[src/rtl/hook_pkg.sv]
// Shared types and constants for the hook kinematics controller.
package hook_pkg;

  typedef enum logic [2:0] {
    ST_SWING,
    ST_DROP,
    ST_DRAG,
    ST_SETTLE,
    ST_HOLD
  } state_t;

  localparam logic [1:0] PL_NONE  = 2'b00;
  localparam logic [1:0] PL_GOLD  = 2'b01;
  localparam logic [1:0] PL_STONE = 2'b10;

  localparam logic [3:0] IDX_MAX   = 4'd10;
  localparam logic [3:0] IDX_RESET = 4'd5;

  // Discrete swing angles in degrees, indexed 0..IDX_MAX.
  function automatic logic [7:0] angle_of(input logic [3:0] idx);
    case (idx)
      4'd0:    angle_of = 8'd30;
      4'd1:    angle_of = 8'd40;
      4'd2:    angle_of = 8'd50;
      4'd3:    angle_of = 8'd60;
      4'd4:    angle_of = 8'd80;
      4'd5:    angle_of = 8'd90;
      4'd6:    angle_of = 8'd100;
      4'd7:    angle_of = 8'd120;
      4'd8:    angle_of = 8'd130;
      4'd9:    angle_of = 8'd140;
      4'd10:   angle_of = 8'd150;
      default: angle_of = 8'd90;
    endcase
  endfunction

endpackage

[src/rtl/frame_tick_gen.sv]
// Free-running frame divider: one-cycle registered tick every FRAME_DIV clocks.
module frame_tick_gen #(
  parameter int unsigned FRAME_DIV = 833333
) (
  input  logic clk,
  input  logic resetn,
  output logic frame
);

  localparam int unsigned CW = $clog2(FRAME_DIV);
  localparam logic [CW-1:0] LAST = CW'(FRAME_DIV - 1);
  localparam logic [CW-1:0] PRE  = CW'(FRAME_DIV - 2);

  logic [CW-1:0] cnt;

  // Tick is registered one count early so it is high exactly while cnt == LAST.
  always_ff @(posedge clk) begin
    if (!resetn) begin
      cnt   <= '0;
      frame <= 1'b0;
    end else begin
      cnt   <= (cnt == LAST) ? '0 : cnt + 1'b1;
      frame <= (cnt == PRE);
    end
  end

endmodule

[src/rtl/hook_motion_ctrl.sv]
// Hook kinematics: swing through the angle table, drop, drag back, settle, hold.
module hook_motion_ctrl
  import hook_pkg::*;
#(
  parameter int unsigned FRAME_DIV  = 833333,
  parameter logic [7:0]  MAX_LEN    = 8'd150,
  parameter logic [7:0]  DROP_STEP  = 8'd2,
  parameter logic [7:0]  DRAG_EMPTY = 8'd4,
  parameter logic [7:0]  DRAG_GOLD  = 8'd2,
  parameter logic [7:0]  DRAG_STONE = 8'd1
) (
  input  logic       clk,
  input  logic       resetn,
  input  logic       drop_btn,
  input  logic       hit_gold,
  input  logic       hit_stone,
  input  logic       game_end,
  input  logic       go,
  output logic       frame,
  output logic       clockwise,
  output logic [7:0] degree_to_fsm,
  output logic       drop,
  output logic       drop_end,
  output logic       drag_end,
  output logic [7:0] hook_len,
  output logic [1:0] payload
);

  state_t     state;
  logic [3:0] idx;
  logic [3:0] sw_idx;
  logic       sw_cw;
  logic       btn_q;
  logic       btn_rise;
  logic       reinit;
  logic [8:0] len_sum;
  logic [7:0] len_up;
  logic [7:0] drag_step;
  logic [7:0] len_dn;

  frame_tick_gen #(.FRAME_DIV(FRAME_DIV)) u_tick (
    .clk    (clk),
    .resetn (resetn),
    .frame  (frame)
  );

  assign btn_rise = drop_btn & ~btn_q;
  // A go pulse only matters in HOLD, and game_end still beats it.
  assign reinit   = (state == ST_HOLD) && go && !game_end;

  // Next swing position; bounces off either end of the table on the same frame.
  always_comb begin
    sw_idx = idx;
    sw_cw  = clockwise;
    if (clockwise) begin
      if (idx == IDX_MAX) begin
        sw_idx = IDX_MAX - 4'd1;
        sw_cw  = 1'b0;
      end else begin
        sw_idx = idx + 4'd1;
      end
    end else begin
      if (idx == 4'd0) begin
        sw_idx = 4'd1;
        sw_cw  = 1'b1;
      end else begin
        sw_idx = idx - 4'd1;
      end
    end
  end

  // Length arithmetic: saturating extend, payload-dependent clamped retract.
  always_comb begin
    len_sum = {1'b0, hook_len} + {1'b0, DROP_STEP};
    len_up  = (len_sum > {1'b0, MAX_LEN}) ? MAX_LEN : len_sum[7:0];
    case (payload)
      PL_GOLD:  drag_step = DRAG_GOLD;
      PL_STONE: drag_step = DRAG_STONE;
      default:  drag_step = DRAG_EMPTY;
    endcase
    len_dn = (hook_len > drag_step) ? hook_len - drag_step : 8'd0;
  end

  // Phase FSM with registered phase flags, angle, length and payload.
  always_ff @(posedge clk) begin
    btn_q <= drop_btn;
    if (!resetn || reinit) begin
      state         <= ST_SWING;
      idx           <= IDX_RESET;
      clockwise     <= 1'b1;
      degree_to_fsm <= angle_of(IDX_RESET);
      hook_len      <= 8'd0;
      payload       <= PL_NONE;
      drop          <= 1'b0;
      drop_end      <= 1'b0;
      drag_end      <= 1'b0;
      if (!resetn) btn_q <= 1'b0;
    end else if (game_end) begin
      state    <= ST_HOLD;
      hook_len <= 8'd0;
      drop     <= 1'b0;
      drop_end <= 1'b0;
      drag_end <= 1'b0;
    end else begin
      case (state)
        ST_SWING: begin
          if (btn_rise) begin
            state <= ST_DROP;
            drop  <= 1'b1;
          end else if (frame) begin
            idx           <= sw_idx;
            clockwise     <= sw_cw;
            degree_to_fsm <= angle_of(sw_idx);
          end
        end
        ST_DROP: begin
          if (frame) begin
            if (hit_gold || hit_stone || hook_len == MAX_LEN) begin
              payload  <= hit_gold ? PL_GOLD : (hit_stone ? PL_STONE : PL_NONE);
              state    <= ST_DRAG;
              drop     <= 1'b0;
              drop_end <= 1'b1;
            end else begin
              hook_len <= len_up;
            end
          end
        end
        ST_DRAG: begin
          if (frame) begin
            hook_len <= len_dn;
            if (len_dn == 8'd0) begin
              state    <= ST_SETTLE;
              drop_end <= 1'b0;
              drag_end <= 1'b1;
            end
          end
        end
        ST_SETTLE: begin
          if (frame) begin
            payload  <= PL_NONE;
            state    <= ST_SWING;
            drag_end <= 1'b0;
          end
        end
        ST_HOLD: ;
        default: state <= ST_SWING;
      endcase
    end
  end

endmodule

[config.mk]
export PLATFORM = sky130hd
export DESIGN_NAME = hook_motion_ctrl
export DESIGN_NICKNAME = d
export VERILOG_FILES = /design/src/rtl/hook_pkg.sv /design/src/rtl/frame_tick_gen.sv /design/src/rtl/hook_motion_ctrl.sv
export SDC_FILE = /design/constraint.sdc
export NUM_CORES = 1
export LEC_CHECK = 0
export ABC_AREA = 1
export BUFFER_PORTS_ARGS = -buffer_cell sky130_fd_sc_hd__clkbuf_2
export CAP_MARGIN = 20
export CORE_MARGIN = 3
export CORE_UTILIZATION = 62
export CTS_BUF_LIST = sky130_fd_sc_hd__clkbuf_2 sky130_fd_sc_hd__clkbuf_4 sky130_fd_sc_hd__clkbuf_8
export CTS_CLUSTER_SIZE = 20
export DETAILED_ROUTE_END_ITERATION = 8
export GPL_TIMING_DRIVEN = 0
export PLACE_DENSITY = 0.83
export SETUP_SLACK_MARGIN = 0.5
export SLEW_MARGIN = 20
export SYNTH_ARGS = -nofsm -noshare
export SYNTH_HDL_FRONTEND = slang
export SYNTH_HIERARCHICAL = 1
export SYNTH_SLANG_ARGS = --single-unit
[constraint.sdc]
create_clock -name clk -period 2.5 [get_ports clk]
set_clock_uncertainty 0.1 [all_clocks]
set_input_delay 0.25 -clock clk [delete_from_list [all_inputs] [get_ports clk]]
set_output_delay 0.25 -clock clk [all_outputs]
set_load 0.05 [all_outputs]
==> results of run 1 <==
critical path: cells and delay by family, from the launching register on:
kind	cells	cell delay, ps
buffers and inverters	3	170
AO/OA/AOI/OAI	2	250
flip-flops	1	370
adder cells (fa/ha/maj)	3	630
AND/OR/NAND/NOR	7	790
cells in the mapped netlist (all sizes together):
master	n
nand2	108
nor2	81
inv	80
dfxtp	50
nand3	41
o21ai	33
a21oi	32
ha	17
nand4	15
xor2	11
buf	7
nor3	7
o211ai	5
o21a	3
a211oi	2
a31oi	2
and2	2
clkinv	2
or2	2
a221o	1
a22oi	1
clkbuf	1
conb	1
fa	1
nand3b	1
o21bai	1
o31ai	1
xnor2	1
area by class of cell:
type                            count  area share [%]
Clock buffer                        6            1.95
Timing Repair Buffer               54            8.55
Tap cell                           70            2.07
Inverter                           82            7.57
Sequential cell                    50            24.1
Multi-Input combinational cell    370            53.9
Buffer                              8            1.54
Clock inverter                      2           0.296
metal layers:
layer | wire [µm] | track usage, % | up-vias
li1 | - | - | 1765
met1 | 3790 | 32.7 | 1704
met2 | 5060 | 50.0 | 168
met3 | 591 | 4.15 | 33
met4 | 264 | 9.80 | 0
met5 | 0 | 0 | -
cell families (layout without fill, tap and decap cells):
logic type | count (synthesis) | count (layout) | synth area share [%]
AND/OR/NAND/NOR | 257 | 258 | 36.4
buffers and inverters | 90 | 152 | 11.0
AO/OA/AOI/OAI | 81 | 81 | 13.3
flip-flops | 50 | 50 | 29.3
adder cells (fa/ha/maj) | 18 | 18 | 6.81
XOR/XNOR | 12 | 12 | 3.08
other | 1 | 1 | 0.110
repair_timing:
| action | in CTS | in global routing |
|---|---|---|
| cloned | 1 | 0 |
| resized for setup | 26 | 37 |
| setup endpoints to repair | 16 | 18 |
| buffers inserted | 11 | 15 |
| pin swaps | 21 | 14 |
| hold buffers | 0 | 0 |
layout by cell type, fill, tap and decap left out, types with 2 or more instances in the layout:
cell / count
nand3_2: 3
clkinvlp_4: 2
dfxtp_4: 4
and2_1: 2
nand2_4: 7
a211oi_1: 2
o21ai_2: 2
buf_4: 22
inv_1: 56
clkbuf_2: 28
buf_6: 10
a31oi_1: 2
xor2_1: 10
ha_1: 11
nand2_2: 19
dfxtp_1: 43
nand3_4: 4
nor2_1: 59
nor3_1: 5
nand3_1: 34
nor2_2: 15
inv_2: 21
a21oi_1: 30
o21a_1: 3
o21ai_0: 14
nor2_4: 6
inv_4: 3
o211ai_1: 5
a21oi_2: 2
ha_4: 5
clkinv_2: 2
dfxtp_2: 3
o21ai_1: 16
nand2_1: 82
nand4_1: 14
clkbuf_8: 6
flip-flops by register name (all words and copies together), names as in the netlist, 2 cells and up:
name	count
hook_len	8
state	3
u_tick/cnt	20
payload	2
idx	4
degree_to_fsm	7
power by group:
group	leakage (µW)	switching [µW]	total [µW]	internal (µW)
registers	0.000408	11.1	812	801
clock network	0.0000472	268	491	223
logic	0.00136	78.6	113	34.7
total	0.00181	357	1420	1060
worst max path at each step:
stage | from | end | slack (ps) | cells past startpoint
after CTS | payload[0] | state[1] | 200 | 18
after floorplan | payload[0] | state[1] | 290 | 18
final | payload[0] | drop_end | 90 | 15
after global placement | payload[0] | state[1] | 200 | 18
after detailed placement | payload[0] | state[1] | 160 | 18
after global routing | payload[0] | state[1] | -50 | 17
through the flow:
step | utilization [%] | setup TNS (ps)
finish | 81.3 | 0
global placement | 71.1 | 0
floorplan | - | 0
CTS | 76.7 | 0
detailed placement | 71.1 | 0
global route | 81.3 | -108
==> metrics.txt, run 1 <==
outcome=finished clean; Non-Filler Instances=642; final period utilization=between 90% and 100%; layout cell share with drive strength beyond 1=30.6%; Max Cap Viol=0; Pleak=approximately 0.0018 µW; Worst setup SP type=register; Filler cells=369; PwrDens=around 330 nW/µm²; Post-DRT Antenna Nets=0; Hold Crit Class=input port to register; largest net degree at the start of global routing=16; clk_lat worst skew=about 300 ps; Worst VDD drop=between 0.2 and 0.25 mV; Synth area leaders=dfxtp_1, nand2_1, inv_1; total power=around 1400 µW; Core Box Area=between 5000 and 6000 µm²; post-synth top area cell=dfxtp_1; gp weighted congestion=slightly below 0.9; RSZ-0062 raised after global routing=yes; area of the multi-input gates=2280 µm²; CTS H-tree lvls=2; Yosys top cell area share=between 20% and 30%; crit path max fanout=3; Tmin final=around 2400 ps; die footprint=about 6400 µm²; FF-to-FF End=drop_end; crit end category=register; Root Buffer=clkbuf_8; Setup CP Type=register to register; Mapped Avg Cell Area=roughly 6.7 µm²; Cell Area, Placed=around 3700 µm²; CP arrival=about 2500 ps; Die H=about 80 µm; Worst Setup Slack, final=94.5 ps; WL/cell=around 15 µm; #FFs+latches synth=50; max-slew violation count=0; Clock transition at path regs=approximately 90 ps; placed cell count=about 610; Die Width=between 80 and 90 µm; cell count after synthesis=between 500 and 600; fmax=between 0.4 and 0.5 GHz; hold slack final=approximately 34 ps; R2R depth=15; critical path's slowest cell=dfxtp_4; Sink Count=50; Syn Std Cell Area=3420 µm²; Detailed Route Iter0 Violations=between 200 and 250; initial antenna violation count=0; drt via density=5.72; reg2reg start=payload[0]; syn nets=534; vias in the first global route=3,339; area added between synthesis and finish=23.9%; WP data required=2600 ps; I/O pin cnt=30; final hold vios=0; Initial Utilization=65.6%; GRT overflow=0; CTS tree=built; total inserted antenna cells=0; Rows=26; # DRC=0; HPWL Detailed=around 6000 µm; Layout Nets=between 500 and 600; distinct cell type count after synthesis=44; worst-path cell chain=inv_4 -> ha_4 -> ha_4 -> inv_4 -> fa_2 -> nand2_4 -> nand3_1 -> nand2_1 -> inv_2 -> o21ai_0 -> nand3_1 -> nor2_1 -> nand4_1 -> nand2_1 -> a21oi_1; Critical Path Max Stage Delay=roughly 370 ps; register area share after synthesis=between 20% and 30%; Reg area=1020 µm²; Longest Clk Path Bufs=2; CTS Buf Count=5; Final setup violation count=0; Initial DRT Pass Iterations=5; Hold Crit Depth=3; via count=~3.7k; IO Port Bufs=28; Synth warnings=13; Hold Path End=btn_q; pre-CTS setup slack=156 ps; drt total wl=roughly 9700 µm; r2r setup slk=between 90 and 100 ps; post-route design area=about 4200 µm²; first-pass GRT wire length=between 10,000 and 15,000 µm; GR Util All Layers=about 28%; Hold Crit Start=drop_btn
Power figures use the tool's default switching activity.
==> run 2, diff against run 1 <==
--- a/config.mk
+++ b/config.mk
@@ -8,13 +8,15 @@
 export ABC_AREA = 1
 export BUFFER_PORTS_ARGS = -buffer_cell sky130_fd_sc_hd__clkbuf_2
 export CAP_MARGIN = 20
+export CELL_PAD_IN_SITES_DETAIL_PLACEMENT = 2
+export CELL_PAD_IN_SITES_GLOBAL_PLACEMENT = 2
 export CORE_MARGIN = 3
-export CORE_UTILIZATION = 62
+export CORE_UTILIZATION = 34
 export CTS_BUF_LIST = sky130_fd_sc_hd__clkbuf_2 sky130_fd_sc_hd__clkbuf_4 sky130_fd_sc_hd__clkbuf_8
 export CTS_CLUSTER_SIZE = 20
 export DETAILED_ROUTE_END_ITERATION = 8
 export GPL_TIMING_DRIVEN = 0
-export PLACE_DENSITY = 0.83
+export PLACE_DENSITY_LB_ADDON = 0.1
 export SETUP_SLACK_MARGIN = 0.5
 export SLEW_MARGIN = 20
 export SYNTH_ARGS = -nofsm -noshare
==> metrics.txt, run 2 (same netlist as run 1, synthesis figures left out) <==
# DRC=0; PwrDens=around 330 nW/µm²; GR Util All Layers=around a fifth; CP Launch Point=payload[0]; largest net degree at the start of global routing=16; Tmin final=2460 ps; layout cell share with drive strength beyond 1=between 30% and 40%; Switching Share=between 20% and 30%; crit-path leading delay family=simple AND/OR/NAND/NOR gates; gp weighted congestion=approximately 0.78; placed cell count=roughly 670; GRT overflow=0; critical path's slowest cell=dfxtp_4; vias in the first global route=between 3k and 4k; worst-path cell chain=inv_4 -> ha_4 -> ha_4 -> inv_2 -> fa_2 -> nand2_4 -> nand2_4 -> nand2_4 -> nand2_8 -> nand3_2 -> inv_2 -> nor2_2 -> nand2_1 -> nand2_2 -> buf_4 -> nand3_2 -> a21oi_2; top flop regs=u_tick/cnt: 20 flops, hook_len: 8 flops, degree_to_fsm: 7 flops; first-pass GRT wire length=between 15,000 and 20,000 µm; drt via density=roughly 5.2; WL/cell=approximately 18 µm; Initial Utilization=35.9%; Reg area=1020 µm²; final period utilization=a little over nine tenths; commonest non-fill, non-tap cell in the layout=nand2_1; Setup CP Type=register to register; Root Buffer=clkbuf_8; drt total wl=12,900 µm; WP data required=~2700 ps; hold slack final=around 44 ps; total power=between 1000 and 1500 µW; Top reg by flops=u_tick/cnt; area added between synthesis and finish=25.7%; Longest Clk Path Bufs=2; Non-Filler Instances=697; Worst VDD drop=0.208 mV; via count=3,631; Detailed Route Iter0 Violations=a little under 100; Final setup violation count=0; IO Port Bufs=28; Layout Nets=592; CTS Buf Count=5; Rows=35; Post-DRT Antenna Nets=0; crit end category=register; Filler cells=~1.2k; Comb power frac=under 10%; Die H=about 110 µm; Initial DRT Pass Iterations=4; I/O pin cnt=30; die footprint=between 10,000 and 15,000 µm²; sequential power share=around 57%; outcome=finished clean; CTS H-tree lvls=2; most frequent CP cell=nand2_4; CTS tree=built; initial antenna violation count=0; Critical Path Max Stage Delay=370 ps; fmax=0.406 GHz; Post-CTS Hold Fix Bufs=0; Max Cap Viol=0; crit path max fanout=5; HPWL Detailed=roughly 8300 µm; Hold Crit Start=drop_btn; max reg flops=20; total inserted antenna cells=0; Clock transition at path regs=approximately 100 ps; Clock Power Share=around 34%; Hold Crit Class=input port to register; total net switching power=approximately 380 µW; clk_lat worst skew=approximately 300 ps; max-slew violation count=0; RSZ-0062 raised after global routing=yes; CP arrival=2610 ps; area of the multi-input gates=approximately 2300 µm²; internal power=between 1000 and 1500 µW; Worst setup SP type=register; Util after Layout=between 40% and 50%; final hold vios=0; Sink Count=50; reg2reg start=payload[0]; worst path bufs/invs=4; Die Width=106 µm; Pleak=0.00178 µW; commonest non-fill, non-tap cells in the layout=nand2_1, inv_1, nor2_1, dfxtp_1, nand3_1; Core Box Area=9500 µm²
==> run 2: per-stage QoR <==
| step | setup slack, ps | cell area, µm² | TNS (ps) |
|---|---|---|---|
| after global routing | -95.0 | 4290 | -265 |
| after CTS | 184 | 4060 | 0 |
| final | 36.2 | 4290 | 0 |
| after detailed placement | -31.5 | 3770 | -31.5 |
| after global placement | 147 | 3770 | 0 |
| after floorplan | 285 | 3470 | 0 |
==> run 2: power by group through the flow <==
| stage | Clock (µW) | Combinational [µW] | Sequential (µW) |
|---|---|---|---|
| 2_1_floorplan | 0 | 77.0 | 834 |
| 3_3_place_gp | 0 | 110 | 832 |
| 3_5_place_dp | 0 | 115 | 834 |
| 4_1_cts | 516 | 117 | 814 |
| 5_1_grt | 534 | 139 | 815 |
| 6_report | 490 | 123 | 813 |
==> run 2: worst paths after layout <==
check	to	slack [ps]	depth (start not counted)
worst max-delay path	drag_end	40	17
worst min register to register	drop_end	380	2
worst min-delay path	btn_q	40	3
worst max register to register	drag_end	40	17
==> run 2: layer usage <==
metal  GRT usage, %  vias up  wire length, µm
met5              0        -                0
met1           25.1     1790             5410
li1               -     1754                -
met4           5.00        0              348
met2           40.1       62             6830
met3           2.67       25              306
==> run 2: worst min-delay path, delay by kind of cell <==
kind,cells,cell delay (ps)
buf+inv,2,130
simple gates,1,40
==> run 2: area by class of cell <==
cell class | instances | share of cell area [%]
plain buffers | 8 | 1.52
clock buffers | 6 | 1.78
clock inverters | 2 | 0.321
inverters | 82 | 7.43
multi-input cells | 370 | 53.8
flip-flops and latches | 50 | 23.8
well taps | 129 | 3.76
repair buffers | 50 | 7.55
==> run 2: what timing repair did <==
action | CTS | global route
pin swaps | 19 | 11
setup endpoints to repair | 23 | 23
gates cloned | 1 | 0
buffers inserted | 11 | 11
hold endpoints to repair | 0 | 0
gates resized for setup | 33 | 41
